$ cat config.mk
export PLATFORM = sky130hd
export DESIGN_NAME = pong_renderer
export DESIGN_NICKNAME = d
export VERILOG_FILES = /design/src/rtl/pong_renderer.sv
export SDC_FILE = /design/constraint.sdc
export NUM_CORES = 1
export LEC_CHECK = 0
export ABC_CLOCK_PERIOD_IN_PS = 3650
export BUFFER_PORTS_ARGS = -buffer_cell sky130_fd_sc_hd__clkbuf_2
export CORE_MARGIN = 2
export CORE_UTILIZATION = 45
export DETAILED_ROUTE_END_ITERATION = 16
export PLACE_DENSITY = 0.8
export SYNTH_ARGS = -nofsm -noshare
export SYNTH_HDL_FRONTEND = slang
export SYNTH_SLANG_ARGS = --single-unit
$ cat constraint.sdc
create_clock -name clk_pxl -period 3.65 [get_ports clk_pxl]
set_input_delay 0.365 -clock clk_pxl [delete_from_list [all_inputs] [get_ports clk_pxl]]
set_output_delay 0.365 -clock clk_pxl [all_outputs]
set_load 0.01 [all_outputs]
$ cat src/rtl/pong_renderer.sv
// Pong pixel renderer: hit-tests paddles, ball and dashed net against the current
// scan position and drives registered RGB, with a post-score background flash.
module pong_renderer #(
    parameter int unsigned COORD_W      = 10,
    parameter int unsigned NET_X        = 318,
    parameter int unsigned NET_W        = 4,
    parameter int unsigned NET_DASH     = 4,
    parameter int unsigned BALL_SIZE    = 8,
    parameter int unsigned PAD_W        = 10,
    parameter int unsigned PAD_H        = 40,
    parameter int unsigned PAD1_X       = 630,
    parameter int unsigned FLASH_FRAMES = 30,
    parameter logic [11:0] BG_COLOR     = 12'h000,
    parameter logic [11:0] FLASH_COLOR  = 12'hF00,
    parameter logic [11:0] NET_COLOR    = 12'h888,
    parameter logic [11:0] PAD_COLOR    = 12'hFFF,
    parameter logic [11:0] BALL_COLOR   = 12'hFF0
) (
    input  logic               clk_pxl,
    input  logic               reset,
    input  logic [COORD_W-1:0] sx,
    input  logic [COORD_W-1:0] sy,
    input  logic               de,
    input  logic [COORD_W-1:0] paddle0_pos_y,
    input  logic [COORD_W-1:0] paddle1_pos_y,
    input  logic [COORD_W-1:0] ball_pos_x,
    input  logic [COORD_W-1:0] ball_pos_y,
    input  logic               score_evt,
    output logic [3:0]         vga_red,
    output logic [3:0]         vga_green,
    output logic [3:0]         vga_blue,
    output logic               de_q,
    output logic               flash_active
);
    // One extra bit so pos + size never wraps.
    localparam int unsigned CW      = COORD_W + 1;
    localparam int unsigned FLASH_W = (FLASH_FRAMES == 0) ? 1 : $clog2(FLASH_FRAMES + 1);
    localparam int unsigned DASH_W  = (NET_DASH <= 1) ? 1 : $clog2(NET_DASH);

    localparam logic [FLASH_W-1:0] FLASH_LOAD = FLASH_W'(FLASH_FRAMES);
    localparam logic [DASH_W-1:0]  DASH_LAST  = DASH_W'(NET_DASH - 1);

    logic [CW-1:0] sx_w, sy_w, p0_w, p1_w, bx_w, by_w;
    logic          ball_hit, pad0_hit, pad1_hit, net_hit;
    logic          line_start, frame_tick;
    logic [11:0]   colour;

    logic [DASH_W-1:0]  dash_cnt;
    logic               dash_on;
    logic [FLASH_W-1:0] flash_cnt;

    assign sx_w = {1'b0, sx};
    assign sy_w = {1'b0, sy};
    assign p0_w = {1'b0, paddle0_pos_y};
    assign p1_w = {1'b0, paddle1_pos_y};
    assign bx_w = {1'b0, ball_pos_x};
    assign by_w = {1'b0, ball_pos_y};

    assign line_start = (sx == '0);
    assign frame_tick = (sx == '0) && (sy == '0);

    assign ball_hit = (sx_w >= bx_w) && (sx_w < bx_w + CW'(BALL_SIZE)) &&
                      (sy_w >= by_w) && (sy_w < by_w + CW'(BALL_SIZE));
    assign pad0_hit = (sx_w < CW'(PAD_W)) &&
                      (sy_w >= p0_w) && (sy_w < p0_w + CW'(PAD_H));
    assign pad1_hit = (sx_w >= CW'(PAD1_X)) && (sx_w < CW'(PAD1_X + PAD_W)) &&
                      (sy_w >= p1_w) && (sy_w < p1_w + CW'(PAD_H));
    assign net_hit  = dash_on && (sx_w >= CW'(NET_X)) && (sx_w < CW'(NET_X + NET_W));

    assign flash_active = (flash_cnt != '0);

    // Priority colour select: ball over paddles over net over background.
    always_comb begin
        colour = flash_active ? FLASH_COLOR : BG_COLOR;
        if (ball_hit) begin
            colour = BALL_COLOR;
        end else if (pad0_hit || pad1_hit) begin
            colour = PAD_COLOR;
        end else if (net_hit) begin
            colour = NET_COLOR;
        end
    end

    // Net dash state advances once per line, at sx==0, so it is stable over the net columns.
    always_ff @(posedge clk_pxl or posedge reset) begin
        if (reset) begin
            dash_cnt <= '0;
            dash_on  <= 1'b0;
        end else if (line_start) begin
            if (sy == '0) begin
                dash_cnt <= '0;
                dash_on  <= 1'b1;
            end else if (dash_cnt == DASH_LAST) begin
                dash_cnt <= '0;
                dash_on  <= ~dash_on;
            end else begin
                dash_cnt <= dash_cnt + 1'b1;
            end
        end
    end

    // Flash frame counter: a score (re)loads the full count and wins over a frame tick.
    always_ff @(posedge clk_pxl or posedge reset) begin
        if (reset) begin
            flash_cnt <= '0;
        end else if (score_evt) begin
            flash_cnt <= FLASH_LOAD;
        end else if (frame_tick && (flash_cnt != '0)) begin
            flash_cnt <= flash_cnt - 1'b1;
        end
    end

    // Output register: colour blanked outside the active area, de delayed to match.
    always_ff @(posedge clk_pxl or posedge reset) begin
        if (reset) begin
            de_q                          <= 1'b0;
            {vga_red, vga_green, vga_blue} <= 12'h000;
        end else begin
            de_q                          <= de;
            {vga_red, vga_green, vga_blue} <= de ? colour : 12'h000;
        end
    end

endmodule
==> results of run 1 <==
==> power by group through the flow <==
stage / logic, mW / registers, mW / clock network [mW]
6_report: 0.316 / 0.172 / 0.132
5_1_grt: 0.363 / 0.172 / 0.144
4_1_cts: 0.317 / 0.172 / 0.134
3_5_place_dp: 0.315 / 0.175 / 0
3_3_place_gp: 0.301 / 0.175 / 0
2_1_floorplan: 0.200 / 0.176 / 0
==> worst max-delay path by stage <==
stage                                   to              from
finish               vga_blue[3]$_DFF_PP0_  paddle0_pos_y[3]
global route        vga_green[3]$_DFF_PP0_  paddle0_pos_y[3]
CTS                  vga_blue[3]$_DFF_PP0_  paddle0_pos_y[3]
detailed placement   vga_blue[3]$_DFF_PP0_  paddle0_pos_y[3]
global placement      vga_red[2]$_DFF_PP0_  paddle0_pos_y[3]
floorplan           vga_green[3]$_DFF_PP0_  paddle0_pos_y[4]
==> registers in the layout, summed over array words and instances (netlist names) <==
register / count
flash_cnt: 5
dash_cnt: 2
vga_blue: 2
vga_green: 2
vga_red: 2
dash_on: 1
de_q: 1
==> layout make-up <==
type                    instances  area, um2  share of cell area
multi-input cells             276       2186              0.6671
flip-flops and latches         15      375.4              0.1145
repair buffers                 77      385.4              0.1176
well taps                      75      93.84             0.02864
clock buffers                   4      45.04             0.01375
inverters                      51      191.4             0.05842
==> cell usage after synthesis, drive strengths merged (6+ instances only) <==
| master | number | area share |
|---|---|---|
| o21ai | 16 | 0.029 |
| dfrtp | 15 | 0.13 |
| ha | 74 | 0.33 |
| buf | 7 | 0.018 |
| inv | 51 | 0.068 |
| a21oi | 29 | 0.052 |
| xnor2 | 19 | 0.059 |
| nand3 | 17 | 0.030 |
| nor3 | 6 | 0.011 |
| a31oi | 6 | 0.013 |
| nor2 | 16 | 0.021 |
| o21a | 6 | 0.016 |
| nand2 | 14 | 0.019 |
| a21o | 7 | 0.019 |
==> routing by layer <==
metal	share of wire	vias up
met3	0.037	11
met2	0.49	71
li1	-	1407
met5	0	-
met4	0.011	0
met1	0.46	1262
==> critical path: cells and delay by family <==
family                     cells  cell delay (ns)
AOI/OAI and AO/OA              6             1.34
and+or+nand+nor                2             0.38
adders and majority gates      1             0.30
buffers and inverters          2             0.17
xor gates and xnor gates       1             0.15
==> cells in the final DEF, fill, tap and decap left out, drive strengths merged, types with 14 or more instances in the layout <==
cell    count
xnor2      19
dfrtp      15
ha         74
a21oi      29
nand3      17
o21ai      16
nor2       16
nand2      14
clkbuf     81
inv        51
==> kinds of logic (layout without fill, tap and decap cells) <==
family	count (synthesis)	after routing	share of synthesized area
flip-flops	15	15	0.1339
AO/OA/AOI/OAI	87	87	0.1960
XOR/XNOR	22	22	0.06875
adder cells (fa/ha/maj)	74	74	0.3304
AND/OR/NAND/NOR	93	93	0.1848
buffers and inverters	58	132	0.08616
==> impl_metrics.json, run 1 <==
{
  "status": "finished, final reports clean",
  "worstMarginPinSlew_ns": 0.5586,
  "first_global_vias": 2660,
  "hpwlAfterDp_um": 5888,
  "fin_ws_ns": 1.057,
  "vias_per_cell": 5.524,
  "met3_usage": 0.01789,
  "layoutNonFillerInstCount": 498,
  "portBuffers": 77,
  "ioPinCount": 78,
  "initial_core_util": 0.4706,
  "ctsHoldBuffers": 0,
  "met2_usage": 0.3482,
  "cp_cell_sequence": "clkbuf_2 > inv_1 > o21ai_0 > nand3_1 > xnor2_1 > ha_1 > a21o_1 > a21oi_1 > a31oi_1 > and3b_1 > a32oi_1 > a211oi_1",
  "yosys_warnings": 0,
  "reg2reg_to": "flash_cnt[2]$_DFFE_PP0P_",
  "synthCells": 349,
  "drc": 0,
  "syn-cell-area_mm2": 0.002803,
  "grt-busiest-layer": "met2",
  "fill_cells": 579,
  "rsz0062_at_grt": "no",
  "finalClockSkew_ns": 0.001813,
  "clkPwrFrac": 0.213,
  "use_met1": 0.2551,
  "synthFlopType": "dfrtp_1",
  "root_buffer": "clkbuf_8",
  "dieHeight_um": 82.92,
  "fin_util": 0.5502,
  "drtIter0Drc": 99,
  "globalplace.congestion": 0.8849,
  "required_ns": 3.74,
  "post_dp_cell_area_mm2": 0.003232,
  "avgRoutedWirePerCell_um": 13.47,
  "reg2regPathDepth": 7,
  "p_seq_frac": 0.277,
  "fp.coreArea_mm2": 0.005956,
  "first_pass_iters": 4,
  "track_usage": 0.1960,
  "async_flop_share": 1.000,
  "pwr-share-comb": 0.510,
  "dieArea_mm2": 0.006876,
  "finalInstanceArea_mm2": 0.003277,
  "clk_pin_slew_ns": 0.06,
  "startpoint_type": "input port",
  "p_int_mw": 0.3913,
  "cts_inserted_buffers": 3,
  "drive_gt1_frac": 0.2057,
  "grt-ovfl-total": 0,
  "yosys.cell_types.count": 47,
  "post_cts_resized": 0,
  "cap_violations": 0,
  "worstSetupEndpointType": "register",
  "switching_power_mw": 0.2286,
  "timing.fmax_ghz": 0.3857,
  "whs_ns": 0.1462,
  "grt_first_pass_wirelength_um": 11670,
  "worst_ep_arrival_time_ns": 2.69,
  "power_density_mw_per_mm2": 189.2,
  "fin_crit_sh": 0.7103,
  "postCtsSetupBuffers": 0,
  "dp_cells": 494,
  "synth_edf_count": 0,
  "yosysSeqAreaShare": 0.1339,
  "grt_max_degree": 16,
  "critPathMaxStageDelay_ns": 0.44,
  "dp_worst_setup_slack_ns": 0.8127,
  "rr_startpoint": "flash_cnt[0]$_DFFE_PP0P_",
  "ys_ff_latch": 15,
  "fin_setup_tns_ns": 0,
  "hold_viol": 0,
  "synth.avg_cell_area_um2": 8.031,
  "syn-num-nets": 487,
  "antenna_found_initial": 0,
  "p_leak_nw": 1.755,
  "power_mw": 0.6200,
  "crit_slowest_cell": "a32oi_1",
  "setup_violations": 0,
  "regToRegSetupSlack_ns": 2.01,
  "layout_min_cycle_time_ns": 2.593,
  "clock-sinks": 15,
  "relSlewSlack": 0.6272,
  "clockBufferDepth": 2,
  "rows": 28,
  "ir_drop_v": 0.0001722,
  "fp.dieW_um": 82.92,
  "area_growth_pct": 16.92,
  "drv_slew": 0,
  "n_antenna_cell": 0,
  "htree_num_levels": 1,
  "cts_tree": "yes",
  "vias": 2751,
  "switching_share": 0.3688,
  "critPathKind": "input port to register",
  "routed_wirelength_um": 6710,
  "critPathMaxFanout": 6,
  "holdCritPathClass": "input port to asynchronous set/reset pin",
  "clk_latency_ns": 0.24,
  "antenna_left": 0,
  "nets": 562
}
Power figures use the tool's default switching activity.
==> inputs of run 2 (changes only) <==
--- a/config.mk
+++ b/config.mk
@@ -5,12 +5,13 @@
 export SDC_FILE = /design/constraint.sdc
 export NUM_CORES = 1
 export LEC_CHECK = 0
-export ABC_CLOCK_PERIOD_IN_PS = 3650
+export ABC_AREA = 1
+export ABC_CLOCK_PERIOD_IN_PS = 2350
 export BUFFER_PORTS_ARGS = -buffer_cell sky130_fd_sc_hd__clkbuf_2
 export CORE_MARGIN = 2
 export CORE_UTILIZATION = 45
 export DETAILED_ROUTE_END_ITERATION = 16
-export PLACE_DENSITY = 0.8
+export PLACE_DENSITY = 0.82
 export SYNTH_ARGS = -nofsm -noshare
 export SYNTH_HDL_FRONTEND = slang
 export SYNTH_SLANG_ARGS = --single-unit
==> constraint.sdc (replaced) <==
create_clock -name clk_pxl -period 2.35 [get_ports clk_pxl]
set_input_delay 0.235 -clock clk_pxl [delete_from_list [all_inputs] [get_ports clk_pxl]]
set_output_delay 0.235 -clock clk_pxl [all_outputs]
set_load 0.01 [all_outputs]
==> run 2 against run 1 <==
Net effect: core utilization decreased by 1.5 points; sequential share of layout area is 1.0 points lower; synthesized cell count up 36%; clock power increased by 55%; combinational power increased by 66%; wire length rose by 3.1%; register-to-register slack worse by 1.4 ns; largest cell class unchanged.
==> impl_metrics.json, run 2 <==
{
  "yosys.cell_count.top_type": "nand2_1",
  "setup_violations": 0,
  "use_met1": 0.2248,
  "clockBufferDepth": 2,
  "relSlewSlack": 0.6294,
  "root_buffer": "clkbuf_8",
  "worst_ep_arrival_time_ns": 2.07,
  "clkPwrFrac": 0.205,
  "critPathMaxStageDelay_ns": 0.33,
  "antenna_found_initial": 0,
  "vias": 3110,
  "fin_crit_sh": 0.8262,
  "drv_slew": 0,
  "cap_violations": 0,
  "rsz0062_at_grt": "no",
  "dieHeight_um": 87.09,
  "synthFlopType": "dfrtp_1",
  "ir_drop_v": 0.0001336,
  "grt-busiest-layer": "met2",
  "syn-num-nets": 611,
  "startpoint_type": "input port",
  "grt_first_pass_wirelength_um": 11540,
  "yosys_warnings": 0,
  "ys_ff_latch": 15,
  "cp_cell_sequence": "clkbuf_2 > ha_1 > o21ai_0 > nor3_1 > xor2_1 > ha_1 > nand2_1 > nor2_1 > nand2_1 > nand3_1 > nand2_1 > o21ai_0 > nand2_1",
  "required_ns": 2.48,
  "timing.fmax_ghz": 0.5150,
  "postCtsSetupBuffers": 0,
  "crit_slowest_cell": "o21ai_0",
  "fp.coreArea_mm2": 0.006719,
  "pwr-share-comb": 0.526,
  "critPathKind": "input port to register",
  "clk_latency_ns": 0.24,
  "avgRoutedWirePerCell_um": 11.02,
  "cts_tree": "yes",
  "p_leak_nw": 2.222,
  "p_int_mw": 0.6010,
  "grt_max_degree": 16,
  "final_common_cell": "nand2_1",
  "met2_usage": 0.3310,
  "rows": 30,
  "drc": 0,
  "hpwlAfterDp_um": 6189,
  "globalplace.congestion": 0.8426,
  "fin_setup_tns_ns": 0,
  "yosysSeqAreaShare": 0.1208,
  "drive_gt1_frac": 0.1788,
  "yosys.cell_types.count": 31,
  "first_global_vias": 2944,
  "routed_wirelength_um": 6920,
  "track_usage": 0.1810,
  "portBuffers": 77,
  "ctsHoldBuffers": 0,
  "power_density_mw_per_mm2": 277.1,
  "yosys-top-cells-count": "nand2_1, inv_1, ha_1",
  "worstSetupEndpointType": "register",
  "crit_top_cell": "nand2_1",
  "drtIter0Drc": 99,
  "fp.dieW_um": 87.09,
  "synth_edf_count": 0,
  "holdCritPathClass": "input port to asynchronous set/reset pin",
  "syn-cell-area_mm2": 0.003107,
  "yosys.area.top_type": "ha_1",
  "status": "finished, final reports clean",
  "p_seq_frac": 0.269,
  "dieArea_mm2": 0.007585,
  "crit_path_start": "paddle0_pos_y[3]",
  "async_flop_share": 1.000,
  "met3_usage": 0.01517,
  "ioPinCount": 78,
  "clk_pin_slew_ns": 0.06,
  "first_pass_iters": 4,
  "switching_power_mw": 0.3947,
  "synth.avg_cell_area_um2": 6.568,
  "n_antenna_cell": 0,
  "initial_core_util": 0.4624,
  "grt-ovfl-total": 0,
  "clock-sinks": 15,
  "hold_viol": 0,
  "critPathMaxFanout": 4,
  "top_register": "flash_cnt",
  "cts_inserted_buffers": 3,
  "area_growth_pct": 15.67,
  "yosysTopAreaCellShare": 0.2980,
  "regToRegSetupSlack_ns": 0.63,
  "switching_share": 0.3964,
  "layout_min_cycle_time_ns": 1.942,
  "rr_startpoint": "flash_cnt[0]$_DFFE_PP0P_",
  "fin_util": 0.5348,
  "antenna_left": 0,
  "largest_register_ffs": 5,
  "worstMarginPinSlew_ns": 0.5553,
  "nets": 687,
  "finalClockSkew_ns": 0.001575,
  "htree_num_levels": 1,
  "synthCells": 473,
  "synth_area_leaders": "ha_1, nand2_1, dfrtp_1",
  "final_cell_mix": "nand2_1, inv_1, clkbuf_2, ha_1, nor2_1",
  "post_cts_resized": 0,
  "vias_per_cell": 4.952
}
[run 2: changes by cell type after synthesis, sizes merged, moves of 5 or more]
cell   previous run  this run
a21oi            29        22
a31oi             6         0
inv              51        91
nand2            14       124
nand3            17        32
nor2             16        44
nor2b             5         0
nor3              6        13
o21ai            16        11
xnor2            19         2
xor2              3        17
[run 2: worst max-delay path: cells and delay by family]
kind	cells	cell delay (ns)
AO/OA/AOI/OAI	2	0.48
XOR/XNOR	1	0.16
adder cells (fa/ha/maj)	2	0.50
buffers and inverters	1	0.11
AND/OR/NAND/NOR	7	0.58
[run 2: path summary, 6_finish.rpt]
| kind | end | cells past startpoint |
|---|---|---|
| min in group clk_pxl | de_q$_DFF_PP0_ | 1 |
| hold / removal | flash_cnt[0]$_DFFE_PP0P_ | 2 |
| setup / recovery | vga_red[3]$_DFF_PP0_ | 13 |
| setup reg to reg | flash_cnt[2]$_DFFE_PP0P_ | 11 |
| hold reg to reg | flash_cnt[4]$_DFFE_PP0P_ | 2 |
| max in group asynchronous | dash_cnt[1]$_DFFE_PP0N_ | 2 |
[run 2: layout make-up]
type,count,area (um2)
tap,80,100.1
clock inverter,1,5.005
inverter,92,345.3
clock buffer,3,41.29
timing repair buffer,77,385.4
fill,661,3126
sequential,15,375.4
multi-input combinational,360,2341
[run 2: cells by family (layout without fill, tap and decap cells)]
group                    count (synthesis)  count (layout)  synth area share
XOR/XNOR                                19              19           0.05356
AO/OA/AOI/OAI                           46              46           0.08457
buffers and inverters                   98             173            0.1257
flip-flops                              15              15            0.1208
adder cells (fa/ha/maj)                 74              74            0.2980
AND/OR/NAND/NOR                        221             221            0.3174
[run 2: routing by layer]
| metal | wire length, um | part of all wire |
|---|---|---|
| met1 | 3316 | 0.48 |
| met2 | 3322 | 0.48 |
| met3 | 186 | 0.027 |
| met4 | 94 | 0.014 |
| met5 | 0 | 0 |
[run 2: power by group through the flow]
| stage | logic, mW | registers, mW | clock network, mW |
|---|---|---|---|
| 3_5_place_dp | 0.525 | 0.272 | 0 |
| 6_report | 0.524 | 0.267 | 0.204 |
| 4_1_cts | 0.528 | 0.268 | 0.210 |
| 3_3_place_gp | 0.497 | 0.272 | 0 |
| 5_1_grt | 0.610 | 0.268 | 0.225 |
| 2_1_floorplan | 0.345 | 0.274 | 0 |
[run 2: through the flow]
stage | cells | total power [mW] | instance area, um2 | hold slack [ns] | setup WS [ns]
after floorplan | 473 | 0.6192 | 3107 | 0.1365 | 0.5184
after global placement | 624 | 0.7693 | 3547 | 0.2829 | 0.2569
after detailed placement | 624 | 0.7972 | 3547 | 0.3009 | 0.1467
after CTS | 628 | 1.005 | 3593 | 0.03647 | 0.4009
after global routing | 628 | 1.102 | 3593 | 0.06100 | 0.1531
final | 628 | 0.9957 | 3593 | 0.01442 | 0.4084
